<file path="config.mk">
export PLATFORM = sky130hd
export DESIGN_NAME = window_avg_reader
export DESIGN_NICKNAME = d
export VERILOG_FILES = /design/src/rtl/window_avg_reader.sv
export SDC_FILE = /design/constraint.sdc
export NUM_CORES = 1
export LEC_CHECK = 0
export BUFFER_PORTS_ARGS = -buffer_cell sky130_fd_sc_hd__buf_2
export CAP_MARGIN = 40
export CORE_AREA = 2 2 149 151
export CTS_CLUSTER_DIAMETER = 120
export DETAILED_ROUTE_END_ITERATION = 10
export DIE_AREA = 0 0 151 153
export PLACE_DENSITY = 0.77
export SLEW_MARGIN = 20
export SYNTH_ARGS = -nofsm -noshare
export SYNTH_HDL_FRONTEND = slang
export SYNTH_SLANG_ARGS = --single-unit
</file>
<file path="constraint.sdc">
create_clock -name clk -period 12.6 [get_ports clk]
set_input_delay 1.89 -clock clk [delete_from_list [all_inputs] [get_ports clk]]
set_output_delay 1.89 -clock clk [all_outputs]
set_load 0.005 [all_outputs]
</file>
<file path="src/rtl/window_avg_reader.sv">
// rtl/window_avg_reader.sv - freezes the sample shift register and serially sums its taps into a window sum and floor mean
module window_avg_reader #(
  parameter int input_width = 37,
  parameter int reg_depth   = 8,
  parameter int log2_depth  = 3
) (
  input  logic                                 clk,
  input  logic                                 rst,
  input  logic                                 data_ready,
  input  logic                                 window_valid,
  input  logic [input_width*reg_depth-1:0]     taps,
  output logic                                 sr_hold,
  output logic                                 busy,
  output logic signed [input_width+log2_depth-1:0] sum_out,
  output logic signed [input_width-1:0]        avg_out,
  output logic                                 result_valid,
  output logic                                 overrun
);

  localparam int acc_width = input_width + log2_depth;

  typedef enum logic {IDLE, ACCUM} state_t;

  state_t                        state, state_next;
  logic                          pending;
  logic [log2_depth-1:0]         idx;
  logic signed [acc_width-1:0]   acc;
  logic signed [acc_width-1:0]   acc_sum;
  logic signed [input_width-1:0] tap_sel;
  logic                          start;
  logic                          last;

  always_comb begin
    tap_sel = '0;
    for (int k = 0; k < reg_depth; k++) begin
      if (idx == k[log2_depth-1:0]) tap_sel = taps[k*input_width +: input_width];
    end
  end

  assign acc_sum = acc + {{log2_depth{tap_sel[input_width-1]}}, tap_sel};
  assign start   = (state == IDLE) && pending && window_valid;
  assign last    = (state == ACCUM) && (idx == log2_depth'(reg_depth - 1));

  always_ff @(posedge clk) begin
    if (rst) state <= IDLE;
    else     state <= state_next;
  end

  // sr_hold rises combinationally with start so the register freezes in the start cycle itself
  always_comb begin
    state_next = state;
    sr_hold    = 1'b0;
    case (state)
      IDLE: begin
        sr_hold = start;
        if (start) state_next = ACCUM;
      end
      ACCUM: begin
        sr_hold = 1'b1;
        if (last) state_next = IDLE;
      end
      default: state_next = IDLE;
    endcase
    if (rst) sr_hold = 1'b0;
  end

  always_ff @(posedge clk) begin
    if (rst) begin
      pending      <= 1'b0;
      idx          <= '0;
      acc          <= '0;
      busy         <= 1'b0;
      sum_out      <= '0;
      avg_out      <= '0;
      result_valid <= 1'b0;
      overrun      <= 1'b0;
    end else begin
      result_valid <= 1'b0;
      if (data_ready && sr_hold) overrun <= 1'b1;
      if (start)                         pending <= 1'b0;
      else if (data_ready && !sr_hold)   pending <= 1'b1;

      if (start) begin
        acc  <= '0;
        idx  <= '0;
        busy <= 1'b1;
      end else if (state == ACCUM) begin
        acc <= acc_sum;
        idx <= idx + 1'b1;
        if (last) begin
          // upper bits of the sum are the arithmetic right shift by log2_depth
          sum_out      <= acc_sum;
          avg_out      <= acc_sum[acc_width-1:log2_depth];
          result_valid <= 1'b1;
          busy         <= 1'b0;
        end
      end
    end
  end

endmodule

</file>
==> flow_summary.yaml, run 1 <==
setup_path:
  crit_path_end_kind: "flip-flop"
  cp_top_family: "compound AO/OA/AOI/OAI gates"
  crit_fanout: 5
  path_cells: "buf_2 -> nor2_1 -> o311ai_0 -> o21ai_0 -> o211ai_1 -> o21ai_0 -> o21ai_0 -> ha_1 -> a21o_1 -> a31o_2 -> o21ai_1 -> nand2_1 -> a2111oi_0 -> o41ai_1 -> a21oi_1 -> xor2_1 -> o22ai_1"
  reg2reg_from: "idx[0]$_SDFFE_PP0P_"
  worstSetupPathDepth: 17
  start_kind: "input port"
  rr_endpoint: "acc[37]$_SDFFE_PP0P_"
  reg2reg_slack_ps: 6710
  worst_path_max_delay_cell: "a2111oi_0"
  rr_worst_depth: 20
  path_buf_inv: 1
  path_class: "input port to flip-flop"
  worstPathRequired_ps: 12800
  crit_top_cell: "o21ai_0"
  critical_path.max_stage_delay_ps: 660
  worst-endpoint-arrival_ps: 6260
placed_design:
  port_buffers: 380
  postPlaceCellArea_sq_um: 9674
  place.gp.congestion: 0.9537
  dp_hpwl_microns: 24810
clock_network:
  post_cts_buffers: 0
  cts_buffers: 9
  clk_pin_slew_worst_paths_ps: 70
  cts_max_path_buffers: 2
  clk_latency_ps: 350
  tritoncts: "built"
  cts-resized-gates: 0
  ctsRootBufferMaster: "clkbuf_16"
  clock-sinks: 88
  hold_buffers: 0
  h-tree-depth: 3
drt:
  viasPerCell: 5.739
  drc: 0
  vias: 9469
  wl_per_cell_microns: 19.03
  drtIter0Drc: 899
  ant_nets: 0
  drt-total-wl_microns: 31400
  first_pass_iters: 6
floorplan:
  die_h_microns: 153
  die_area_sq_um: 23100
  core_sq_um: 21490
  ios: 381
  rows: 54
  start_util_pct: 36.91
  die_w_microns: 151
logic_synthesis:
  ys_async_sr_fraction_pct: 0
  syn_area_sq_um: 7930
  ys_seq_area_share_pct: 22.22
  synthFlopType: "dfxtp_1"
  syn-num-nets: 1430
  synth-warning-count: 0
  synth_cell_types: 75
  synth_edf_count: 0
  syn_inst: 1082
  syn_area_per_cell_sq_um: 7.329
  synth-seq-cells: 88
global_route:
  grt-ovfl-total: 0
  grt_max_degree: 78
  track_usage_pct: 26.19
  grt_pass1_vias: 8633
  antenna_found_initial: 3
  grt_pass1_wl_microns: 47670
finish:
  nets: 1710
  mostFrequentLayoutCells: "buf_2 (380), nand2_1 (161), o21ai_0 (139)"
  drive_gt1_share_pct: 31.63
  final_common_cell: "buf_2"
  fin_area_sq_um: 9992
  area_delta_synth_final_pct: 26.00
sta:
  finalSetupViolCount: 0
  slew_headroom_pct: 51.81
  finClkSkew_ps: 8.902
  tightest_slew_ps: 722.8
  hold_violations: 0
  grt_setup_unrepaired: "no"
  holdWs_ps: 468.8
  min_period_over_period_pct: 48.07
  min_period_ps: 6057
  tns_ps: 0
  slew_violations: 0
  clock.fmax_mhz: 165.1
status:
  outcome: "finished clean"
worst_hold_path:
  whs_path_depth: 2
  hold_class: "flip-flop to flip-flop"
  hold_start: "overrun$_SDFFE_PP0P_"
  min_to: "overrun$_SDFFE_PP0P_"
power:
  total_power_uw: 981.5
  max-vdd-ir-drop_v: 0.00007215
  power.density_nw_per_um2: 98.23
  power.leakage_uw: 0.004538
run:
  cap_violations: 0
cells by family after synthesis:
group,after synthesis,share of synthesized area (%)
xor gates and xnor gates,38,4.370
buffers and inverters,143,9.088
DFF,88,22.22
muxes,31,3.913
adders and majority gates,48,7.668
and+or+nand+nor,330,18.03
AOI/OAI and AO/OA,404,34.71
per-stage QoR:
stage / std cells / setup WS [ps] / utilization, %
after detailed placement: 1629 / 6394 / 45.03
after global routing: 1648 / 6376 / 46.48
after CTS: 1644 / 6751 / 46.33
final: 1650 / 6543 / 46.51
after global placement: 1628 / 6520 / 44.90
after floorplan: 1082 / 7522 / -
cell type report:
cell class | count | area [sq um]
diodes | 4 | 10.01
clock buffers | 12 | 236.5
clock inverters | 3 | 43.79
fillers | 2212 | 11490
inverters | 18 | 67.56
multi-input cells | 851 | 5482
flip-flops and latches | 88 | 1763
well taps | 280 | 350.3
repair buffers | 394 | 2039
report_power, final:
part           internal, uW  switching [uW]
Combinational           169             251
Sequential              288            6.95
Clock                   153             114
worst register-to-register path, cell delays in order, from the launching register on:
cell and delay [ps]:
dfxtp_1 360, inv_1 100, ha_1 280, nor3b_4 220
buf_4 380, a221oi_1 170, o311ai_0 480, o21ai_0 170
o211ai_1 420, o21ai_0 140, o21ai_0 340, ha_1 360
a21o_1 200, a31o_2 220, o21ai_1 310, nand2_1 210
a2111oi_0 660, o41ai_1 210, a21oi_1 220, xor2_1 210
o22ai_1 100
routing by layer:
layer  up-vias  global-route usage, %  share of wire [%]
met2       525                  42.58                 47
met1      4341                  35.01                 41
met3        62                  4.119                8.8
met5         -                      0                  0
met4         0                  9.346                2.9
li1       4541                      -                  -
worst max path at each step:
stage / start / to / slack (ps)
6_report: taps[78] / acc[37]$_SDFFE_PP0P_ / 6540
2_1_floorplan: taps[37] / acc[26]$_SDFFE_PP0P_ / 7520
3_3_place_gp: taps[0] / acc[20]$_SDFFE_PP0P_ / 6520
5_1_grt: taps[41] / acc[37]$_SDFFE_PP0P_ / 6380
4_1_cts: taps[4] / acc[37]$_SDFFE_PP0P_ / 6750
3_5_place_dp: taps[4] / acc[37]$_SDFFE_PP0P_ / 6390
cell usage after synthesis (17+ instances only):
library cell  number  area share [%]
nand3_1           21             1.3
a22o_1            27             3.0
nand2_1          163             7.7
buf_4             38             3.6
a221oi_1          37             4.1
clkbuf_1          75             3.6
nor2_1            89             4.2
o311ai_0          38             4.2
a21oi_1           41             2.6
a21o_1            18             1.7
ha_1              47             7.4
mux2i_1           31             3.9
xnor2_1           26             2.9
dfxtp_1           88              22
o21ai_0          139             8.8
o211ai_1          36             3.4
inv_1             17            0.80
state kept, by name (all words and copies together) (netlist names):
name          flops
acc              40
busy              1
idx               3
overrun           1
pending           1
result_valid      1
state             1
sum_out          40
Note: power is estimated with default switching activity, not from simulation.
==> run 2, diff against run 1 <==
==> constraint.sdc (replaced) <==
create_clock -name clk -period 6.2 [get_ports clk]
set_input_delay 0.93 -clock clk [delete_from_list [all_inputs] [get_ports clk]]
set_output_delay 0.93 -clock clk [all_outputs]
set_load 0.005 [all_outputs]
==> run 2 against run 1 <==
- core utilization is 0.17 points higher
- sequential power is 100% higher
- die area stayed put
- routed wire length is 4.0% higher
- non-clock buffer count is 4 higher
- global-route usage is 0.85 points higher
- cell count is 0.24% higher
- cell area is 0.38% higher
- via count is 0.27% higher
- count of clock-buffer cells in the layout is 1 lower
- highest routed layer unchanged
==> flow_summary.yaml, run 2 (same netlist as run 1, synthesis figures left out) <==
drt:
  ant_nets: 0
  first_pass_iters: 5
  vias: 9495
  drtIter0Drc: 745
  drc: 0
  drt-total-wl_microns: 32640
  wl_per_cell_microns: 19.74
  viasPerCell: 5.741
worst_hold_path:
  hold_class: "flip-flop to flip-flop"
setup_path:
  crit_path_end_kind: "flip-flop"
  path_class: "flip-flop to flip-flop"
  crit_fanout: 22
  start_kind: "flip-flop"
  worstPathRequired_ps: 6400
  worst-endpoint-arrival_ps: 5970
sta:
  grt_setup_unrepaired: "no"
  post-route-worst-setup-slack_ps: 432.3
  hold_violations: 0
  finClkSkew_ps: 14.33
  slew_violations: 0
  finalSetupViolCount: 0
  slew_headroom_pct: 46.75
  min_period_ps: 5768
  clock.fmax_mhz: 173.4
  tightest_slew_ps: 798.8
  tns_ps: 0
  min_period_over_period_pct: 93.03
power:
  power.density_nw_per_um2: 198.7
  power.leakage_uw: 0.004562
  total_power_uw: 1993
  max-vdd-ir-drop_v: 0.0001300
clock_network:
  clk_latency_ps: 350
  clk_pin_slew_worst_paths_ps: 70
  tritoncts: "built"
  h-tree-depth: 3
  cts_buffers: 9
  clock-sinks: 88
  cts-resized-gates: 0
  cts_max_path_buffers: 2
  hold_buffers: 0
  post_cts_buffers: 0
  ctsRootBufferMaster: "clkbuf_16"
floorplan:
  die_w_microns: 151
  core_sq_um: 21490
  start_util_pct: 36.91
  die_area_sq_um: 23100
  ios: 381
  die_h_microns: 153
  rows: 54
finish:
  top_regs: "acc x40, sum_out x40, idx x3"
  final_common_cell: "buf_2"
  drive_gt1_share_pct: 32.09
  fillers: 2256
  nets: 1714
  area_delta_synth_final_pct: 26.47
  mostFrequentLayoutCells: "buf_2 (380), nand2_1 (161), o21ai_0 (139)"
placed_design:
  dp_hpwl_microns: 26690
  port_buffers: 380
  place_ws_ps: 590.1
  place.gp.congestion: 1.017
global_route:
  antenna_found_initial: 3
  grt_pass1_vias: 8773
  track_usage_pct: 27.04
  grt_pass1_wl_microns: 48940
  grt_max_degree: 42
  grt-ovfl-total: 0
status:
  outcome: "finished clean"
run:
  cap_violations: 0
-- run 2: cell types whose count changed in the layout (fill, tap and decap cells not counted), sizes merged --
cell and delta:
buf +4, inv +2, clkbuf -1, diode -1
clkinvlp +2, clkinv -1, bufinv -1
-- run 2: power breakdown --
group | total, uW | internal [uW] | switching (uW)
sequential | 602 | 585 | 17.6
clock | 539 | 296 | 243
combinational | 852 | 343 | 508
-- run 2: worst paths after layout --
path                                              start                 endpoint  slack (ps)  cells after the start
worst max-delay path                idx[1]$_SDFFE_PP0P_     acc[37]$_SDFFE_PP0P_         430                     20
worst min-delay path            sum_out[1]$_SDFFE_PP0P_  sum_out[1]$_SDFFE_PP0P_         450                      2
worst max register to register      idx[1]$_SDFFE_PP0P_     acc[37]$_SDFFE_PP0P_         430                     20
worst min register to register  sum_out[1]$_SDFFE_PP0P_  sum_out[1]$_SDFFE_PP0P_         450                      2
-- run 2: metrics by stage --
step / instance area [sq um] / utilization [%] / instances / hold slack [ps]
after detailed placement: 9732 / 45.29 / 1635 / 444.9
after global placement: 9704 / 45.17 / 1634 / 436.9
after floorplan: 7930 / - / 1082 / 443.9
after global routing: 10030 / 46.68 / 1654 / 493.2
after CTS: 10020 / 46.65 / 1651 / 459.3
final: 10030 / 46.68 / 1654 / 453.1
-- run 2: worst max-delay path, stage by stage (launching register included) --
cell       delay [ps]
dfxtp_1           340
inv_1              90
ha_1              310
nor2b_2           590
buf_4             380
a221oi_1          140
o311ai_0          280
o21ai_0           140
o211ai_1          340
o21ai_0           180
o21ai_0           270
ha_1              370
a21oi_1           250
o311ai_0          150
o21ai_1           310
nand2_1            80
a2111oi_0         610
o41ai_1           200
a21oi_1           240
xor2_1            230
o22ai_1           110
-- run 2: metal layers --
layer	share of wire, %	track usage (%)	wire length [microns]
met3	7.3	3.433	2381
met4	3.1	9.301	1009
met5	0	0	0
met2	48	44.83	15630
met1	42	36.05	13630
-- run 2: layout make-up --
cell class / count / area (sq um) / area share (%)
multi-input combinational: 851 / 5482 / 54.65
clock inverter: 5 / 37.54 / 0.3743
tap: 280 / 350.3 / 3.493
antenna: 3 / 7.507 / 0.07485
timing repair buffer: 398 / 2069 / 20.63
sequential: 88 / 1763 / 17.58
inverter: 18 / 67.56 / 0.6737
clock buffer: 11 / 252.7 / 2.520
